### config.mk
export PLATFORM = sky130hd
export DESIGN_NAME = dbg_bus_master_flat
export DESIGN_NICKNAME = d
export VERILOG_FILES = /design/src/rtl/dbg_bus_master_pkg.sv /design/src/rtl/dbg_bus_master_if.sv /design/src/rtl/dbg_byte_timeout.sv /design/src/rtl/dbg_bus_master.sv /design/src/flat_wrapper.sv
export SDC_FILE = /design/constraint.sdc
export NUM_CORES = 1
export LEC_CHECK = 0
export ABC_AREA = 1
export ABC_CLOCK_PERIOD_IN_PS = 4019
export CAP_MARGIN = 20
export CORE_MARGIN = 4
export CORE_UTILIZATION = 25
export DETAILED_ROUTE_END_ITERATION = 8
export GPL_TIMING_DRIVEN = 0
export PLACE_DENSITY = 0.51
export RECOVER_POWER = 50
export SLEW_MARGIN = 30
export SYNTH_ARGS = -nofsm -noshare
export SYNTH_HDL_FRONTEND = slang
export SYNTH_SLANG_ARGS = --single-unit
### constraint.sdc
create_clock -name clk -period 4.02 [get_ports clk]
set_input_delay 0.603 -clock clk [delete_from_list [all_inputs] [get_ports clk]]
set_output_delay 0.603 -clock clk [all_outputs]
set_load 0.1 [all_outputs]
### src/rtl/dbg_bus_master_pkg.sv
// Shared constants for the debug bus master: address width,
// host command opcodes and response codes.
package dbg_bus_master_pkg;

    localparam int ADDR_WIDTH = 16;

    localparam logic [7:0] OP_WRITE_W = 8'h57;
    localparam logic [7:0] OP_WRITE_B = 8'h42;
    localparam logic [7:0] OP_READ_W  = 8'h52;
    localparam logic [7:0] RSP_ACK    = 8'h06;
    localparam logic [7:0] RSP_NAK    = 8'h15;

    typedef enum logic [1:0] {
        CMD_W,
        CMD_B,
        CMD_R
    } cmd_e;

endpackage

### src/rtl/dbg_bus_master_if.sv
// UART byte streams plus the arbitrated dmem bus of the debug master.
interface dbg_bus_master_if #(
    parameter int AW = dbg_bus_master_pkg::ADDR_WIDTH
);
    logic [7:0]    rx_data;
    logic          rx_valid;
    logic [7:0]    tx_data;
    logic          tx_valid;
    logic          tx_ready;
    logic          bus_req;
    logic          bus_gnt;
    logic [AW-1:0] dmem_addr;
    logic          dmem_wen;
    logic          dmem_byt;
    logic [15:0]   dmem_wdata;
    logic [15:0]   dmem_rdata;

    modport master (
        input  rx_data, rx_valid, tx_ready, bus_gnt, dmem_rdata,
        output tx_data, tx_valid, bus_req,
        output dmem_addr, dmem_wen, dmem_byt, dmem_wdata
    );

    modport slave (
        output rx_data, rx_valid, tx_ready, bus_gnt, dmem_rdata,
        input  tx_data, tx_valid, bus_req,
        input  dmem_addr, dmem_wen, dmem_byt, dmem_wdata
    );

endinterface

### src/rtl/dbg_byte_timeout.sv
// Inter-byte watchdog: reloaded on each accepted byte, counts down
// while enabled and flags expiry when it reaches zero.
module dbg_byte_timeout #(
    parameter int CYCLES = 1_000_000
) (
    input  logic clk,
    input  logic rst_n,
    input  logic load,
    input  logic en,
    output logic expired
);

    localparam int W = $clog2(CYCLES + 1);

    logic [W-1:0] cnt;

    always_ff @(posedge clk or negedge rst_n) begin
        if (!rst_n) begin
            cnt <= '0;
        end else if (load) begin
            cnt <= W'(CYCLES - 1);
        end else if (en && cnt != '0) begin
            cnt <= cnt - W'(1);
        end
    end

    assign expired = (cnt == '0);

endmodule

### src/rtl/dbg_bus_master.sv
// Host-driven debug initiator: parses UART commands, performs one
// dmem access once granted and answers with data or ACK/NAK.
module dbg_bus_master #(
    parameter int ADDR_WIDTH     = dbg_bus_master_pkg::ADDR_WIDTH,
    parameter int TIMEOUT_CYCLES = 1_000_000
) (
    input  logic               clk,
    input  logic               rst_n,
    dbg_bus_master_if.master   bus,
    output logic               overrun
);

    import dbg_bus_master_pkg::*;

    typedef enum logic [3:0] {
        IDLE,
        ARGS,
        REQ,
        WRITE,
        RD_ADDR,
        RD_DATA,
        TX_HI,
        TX_LO,
        TX_CODE
    } state_e;

    state_e      state;
    cmd_e        cmd;
    logic [2:0]  cnt;
    logic [31:0] args;
    logic [31:0] shifted;
    logic [15:0] addr_q;
    logic [15:0] wdata_q;
    logic [15:0] rdata_q;
    logic [15:0] fin_addr;
    logic [15:0] fin_data;
    logic        collecting;
    logic        tmo_exp;

    assign collecting = (state == IDLE) || (state == ARGS);
    assign shifted    = {args[23:0], bus.rx_data};

    // Operand split as seen once the final argument byte is shifted in
    always_comb begin
        fin_addr = shifted[15:0];
        fin_data = 16'h0000;
        unique case (1'b1)
            cmd == CMD_W: begin
                fin_addr = shifted[31:16];
                fin_data = shifted[15:0];
            end
            cmd == CMD_B: begin
                fin_addr = shifted[23:8];
                fin_data = {8'h00, shifted[7:0]};
            end
            default: ;
        endcase
    end

    dbg_byte_timeout #(
        .CYCLES (TIMEOUT_CYCLES)
    ) u_tmo (
        .clk     (clk),
        .rst_n   (rst_n),
        .load    (bus.rx_valid && collecting),
        .en      (state == ARGS),
        .expired (tmo_exp)
    );

    always_ff @(posedge clk or negedge rst_n) begin
        if (!rst_n) begin
            state          <= IDLE;
            cmd            <= CMD_R;
            cnt            <= '0;
            args           <= '0;
            addr_q         <= '0;
            wdata_q        <= '0;
            rdata_q        <= '0;
            overrun        <= 1'b0;
            bus.tx_data    <= '0;
            bus.tx_valid   <= 1'b0;
            bus.bus_req    <= 1'b0;
            bus.dmem_addr  <= '0;
            bus.dmem_wen   <= 1'b0;
            bus.dmem_byt   <= 1'b0;
            bus.dmem_wdata <= '0;
        end else begin
            if (bus.rx_valid && !collecting) begin
                overrun <= 1'b1;
            end
            unique case (state)
                IDLE: begin
                    if (bus.rx_valid) begin
                        args <= '0;
                        unique case (1'b1)
                            bus.rx_data == OP_WRITE_W: begin
                                cmd   <= CMD_W;
                                cnt   <= 3'd4;
                                state <= ARGS;
                            end
                            bus.rx_data == OP_WRITE_B: begin
                                cmd   <= CMD_B;
                                cnt   <= 3'd3;
                                state <= ARGS;
                            end
                            bus.rx_data == OP_READ_W: begin
                                cmd   <= CMD_R;
                                cnt   <= 3'd2;
                                state <= ARGS;
                            end
                            default: begin
                                bus.tx_data  <= RSP_NAK;
                                bus.tx_valid <= 1'b1;
                                state        <= TX_CODE;
                            end
                        endcase
                    end
                end
                ARGS: begin
                    if (bus.rx_valid) begin
                        args <= shifted;
                        cnt  <= cnt - 3'd1;
                        if (cnt == 3'd1) begin
                            // Odd word-write addresses are refused outright
                            if (cmd == CMD_W && fin_addr[0]) begin
                                bus.tx_data  <= RSP_NAK;
                                bus.tx_valid <= 1'b1;
                                state        <= TX_CODE;
                            end else begin
                                addr_q      <= fin_addr;
                                wdata_q     <= fin_data;
                                bus.bus_req <= 1'b1;
                                state       <= REQ;
                            end
                        end
                    end else if (tmo_exp) begin
                        state <= IDLE;
                    end
                end
                REQ: begin
                    if (bus.bus_gnt) begin
                        bus.dmem_addr <= addr_q[ADDR_WIDTH-1:0];
                        if (cmd == CMD_R) begin
                            state <= RD_ADDR;
                        end else begin
                            bus.dmem_wen   <= 1'b1;
                            bus.dmem_byt   <= (cmd == CMD_B);
                            bus.dmem_wdata <= wdata_q;
                            state          <= WRITE;
                        end
                    end
                end
                WRITE: begin
                    bus.bus_req    <= 1'b0;
                    bus.dmem_addr  <= '0;
                    bus.dmem_wen   <= 1'b0;
                    bus.dmem_byt   <= 1'b0;
                    bus.dmem_wdata <= '0;
                    bus.tx_data    <= RSP_ACK;
                    bus.tx_valid   <= 1'b1;
                    state          <= TX_CODE;
                end
                RD_ADDR: begin
                    state <= RD_DATA;
                end
                RD_DATA: begin
                    rdata_q       <= bus.dmem_rdata;
                    bus.bus_req   <= 1'b0;
                    bus.dmem_addr <= '0;
                    bus.tx_data   <= bus.dmem_rdata[15:8];
                    bus.tx_valid  <= 1'b1;
                    state         <= TX_HI;
                end
                TX_HI: begin
                    if (bus.tx_ready) begin
                        bus.tx_data <= rdata_q[7:0];
                        state       <= TX_LO;
                    end
                end
                TX_LO, TX_CODE: begin
                    if (bus.tx_ready) begin
                        bus.tx_data  <= '0;
                        bus.tx_valid <= 1'b0;
                        state        <= IDLE;
                    end
                end
                default: state <= IDLE;
            endcase
        end
    end

endmodule

### src/flat_wrapper.sv
// flat-port wrapper written by rule: the top's interface ports become plain ports
module dbg_bus_master_flat import dbg_bus_master_pkg::*;
#(
    parameter int ADDR_WIDTH     = dbg_bus_master_pkg::ADDR_WIDTH,
    parameter int TIMEOUT_CYCLES = 1_000_000
)
  (clk, rst_n, overrun, bus_rx_data, bus_rx_valid, bus_tx_ready, bus_bus_gnt, bus_dmem_rdata, bus_tx_data, bus_tx_valid, bus_bus_req, bus_dmem_addr, bus_dmem_wen, bus_dmem_byt, bus_dmem_wdata);
  dbg_bus_master_if #(.AW(16)) bus_i ();
  input  logic clk;
  input  logic rst_n;
  output logic overrun;
  input wire logic [$bits(bus_i.rx_data)-1:0] bus_rx_data;
  input wire logic [$bits(bus_i.rx_valid)-1:0] bus_rx_valid;
  input wire logic [$bits(bus_i.tx_ready)-1:0] bus_tx_ready;
  input wire logic [$bits(bus_i.bus_gnt)-1:0] bus_bus_gnt;
  input wire logic [$bits(bus_i.dmem_rdata)-1:0] bus_dmem_rdata;
  output wire logic [$bits(bus_i.tx_data)-1:0] bus_tx_data;
  output wire logic [$bits(bus_i.tx_valid)-1:0] bus_tx_valid;
  output wire logic [$bits(bus_i.bus_req)-1:0] bus_bus_req;
  output wire logic [$bits(bus_i.dmem_addr)-1:0] bus_dmem_addr;
  output wire logic [$bits(bus_i.dmem_wen)-1:0] bus_dmem_wen;
  output wire logic [$bits(bus_i.dmem_byt)-1:0] bus_dmem_byt;
  output wire logic [$bits(bus_i.dmem_wdata)-1:0] bus_dmem_wdata;
  assign bus_i.rx_data = bus_rx_data;
  assign bus_i.rx_valid = bus_rx_valid;
  assign bus_i.tx_ready = bus_tx_ready;
  assign bus_i.bus_gnt = bus_bus_gnt;
  assign bus_i.dmem_rdata = bus_dmem_rdata;
  assign bus_tx_data = bus_i.tx_data;
  assign bus_tx_valid = bus_i.tx_valid;
  assign bus_bus_req = bus_i.bus_req;
  assign bus_dmem_addr = bus_i.dmem_addr;
  assign bus_dmem_wen = bus_i.dmem_wen;
  assign bus_dmem_byt = bus_i.dmem_byt;
  assign bus_dmem_wdata = bus_i.dmem_wdata;
  dbg_bus_master #(.ADDR_WIDTH(ADDR_WIDTH), .TIMEOUT_CYCLES(TIMEOUT_CYCLES)) u_core (.clk(clk), .rst_n(rst_n), .bus(bus_i), .overrun(overrun));
endmodule
==> reports/qor.yml <==
grt_pass1_wl_mm: 29.43
final_cell_mix: "nand2_1, dfrtp_1, o21ai_0, inv_1"
skew_ps: 10.91
cts.sinks: 138
dp_cells: 1201
drt_drc_violations_left: 0
stdcell_area_um2: 8203
cp_max_fo: 2
crit_family: "buffers and inverters"
gr-usage-all-layers: 0.1278
syn_nets: 830
p_per_area_nw_per_um2: 549.0
drt_iter0_drc: 367
vdd_drop_max_v: 0.0003131
ant_nets: 0
viasPerCell: 4.555
setup_viol: 0
cpPeakStageDelay_ps: 1140
clkTransAtPathRegs_ps: 60
diodes: 0
maxCapViolCount: 1
pin_count: 74
yosys_warnings: 0
die-area_um2: 28630
wirelength_mm: 17.81
ys_seq_area_frac: 0.5318
drtPass1Iterations: 5
hold_viol_final: 0
max_freq_ghz: 0.3935
cts-root-buf: "clkbuf_16"
area_growth_pct: 26.27
initial_core_util: 0.2558
fin_crit_sh: 0.6322
path_cells: "clkdlybuf4s50_1"
final_nets: 923
stdcell_count: 1233
whs_ps: 83.65
fp.dieH_um: 169.2
violations: "max-capacitance violations, max-slew violations"
clk_latency_ps: 430
final_common_cell: "nand2_1"
routabilityCongestion: 0.8708
grt_max_degree: 76
grt_pass1_vias: 5666
crit_path_end_kind: "output port"
path_class: "reg -> out"
crit_buf_inv: 1
critPathLaunchType: "flop"
max_slew.worst_pin.slew_ps: 1909
dpl-instance-area_um2: 7672
grt_overflow: 0
cts_buffers: 17
cts_tree: "yes"
core_area_um2: 25400
syn_area_per_cell_um2: 8.151
cpMaxStageDelayCell: "clkdlybuf4s50_1"
dp_slack_ps: 1366
io_buffers: 73
post_drt_wl_per_cell_um: 14.45
worstPathArrival_ps: 1940
drive_gt1_frac: 0.06977
cts_repair_resize_count: 0
cts_buffer_depth: 2
status: "finished, violations left"
detailroute.via_count: 5616
reg2reg_slack_ps: 1640
antenna_found_initial: 0
cp_data_required_time_ps: 3420
htree_num_levels: 4
slew_headroom: -0.2727
final.setup.worst_slack_ps: 1479
core.rowCount: 58
rsz0062_at_grt: "no"
hpwl_mm: 12.74
synth.distinct_cells: 31
total_power_mw: 4.503
synthCells: 797
synth_area_um2: 6496
min_path_type: "in -> async"
postCtsSetupBuffers: 0
finalCriticalPeriod_ps: 2541
ys_ff_latch: 138
hold_buffers: 0
slew_viol_final: 76
leakage_nw: 3.691
dieWidth_um: 169.2
==> cells by family after synthesis <==
family / share of synthesized area
and+or+nand+nor: 0.2244
AOI/OAI and AO/OA: 0.1437
DFF: 0.5318
adders and majority gates: 0.007704
xor gates and xnor gates: 0.01079
buffers and inverters: 0.08167
==> through the flow <==
step / TNS, ps / util
6_report: 0 / 0.3230
5_1_grt: 0 / 0.3230
4_1_cts: 0 / 0.3251
3_5_place_dp: 0 / 0.3021
3_3_place_gp: -484390 / 0.3008
2_1_floorplan: 0 / -
==> flip-flops by register name, indices dropped and copies added, names as in the netlist, 2 cells and up <==
| signal | cells |
|---|---|
| u_core.cnt | 3 |
| u_core.bus.tx_data | 8 |
| u_core.args | 24 |
| u_core.addr_q | 16 |
| u_core.bus.dmem_wdata | 16 |
| u_core.state | 4 |
| u_core.wdata_q | 16 |
| u_core.u_tmo.cnt | 20 |
| u_core.bus.dmem_addr | 16 |
| u_core.cmd | 2 |
| u_core.rdata_q | 8 |
==> synth_stat cells <==
master    instances  area (um2)
nand3_1          71       355.3
o21ai_2           1       8.760
nand2_4           1       11.26
inv_2             5       18.77
o21ai_1          15       75.07
dfrtp_1         137        3428
xor2_1            7       61.31
xnor2_1           1       8.760
nand4_1           6       37.54
a22o_1            3       26.28
o21bai_1          2       15.01
nand2_2           4       25.02
buf_1             2       7.510
buf_4             4       30.03
a21oi_1          18       90.09
clkbuf_1          8       30.03
nor2_4            4       45.04
nor2_2            4       25.02
nor3_1            4       20.02
nand2_1         188       705.7
clkinv_1          2       7.510
buf_2            14       70.07
o22ai_1          32       200.2
dfstp_2           1       26.28
o21a_1            1       7.510
clkbuf_2          2       10.01
ha_1              4       50.05
o21ai_0         102       510.5
inv_1            95       356.6
nor2_1           56       210.2
nand3b_1          3       22.52
==> metal layers <==
layer / track usage / part of all wire
met4: 0.04375 / 0.019
met5: 0 / 0
met3: 0.03378 / 0.051
met1: 0.1677 / 0.46
met2: 0.2057 / 0.47
==> final timing paths <==
kind                       cells after the start                        end                      from
setup / recovery                               1          bus_dmem_wdata[8]  u_core.bus.dmem_wdata[8]
hold / removal                                 1  u_core.bus.dmem_wdata[13]                     rst_n
setup reg to reg                               9            u_core.args[20]           u_core.state[2]
hold reg to reg                                2      u_core.bus.tx_data[1]     u_core.bus.tx_data[1]
max in group asynchronous                      2            u_core.state[2]                     rst_n
min in group clk                               2      u_core.bus.tx_data[1]     u_core.bus.tx_data[1]
==> power by group <==
group          total [mW]  internal [mW]  switching, mW
Clock                1.56          0.875          0.686
Sequential           1.62           1.53         0.0981
Combinational        1.32          0.327          0.992
Total                4.50           2.73           1.78
==> cell type report <==
class                           count  area (um2)
Fill cell                        2733       17200
Sequential cell                   138        3455
Multi-Input combinational cell    527        2486
Timing Repair Buffer               74       735.7
Clock buffer                       17       425.4
Tap cell                          330       412.9
Inverter                          102       382.9
Clock inverter                     15       160.2
Buffer                             30       145.1
No activity file was read; power rests on OpenSTA's default activity.
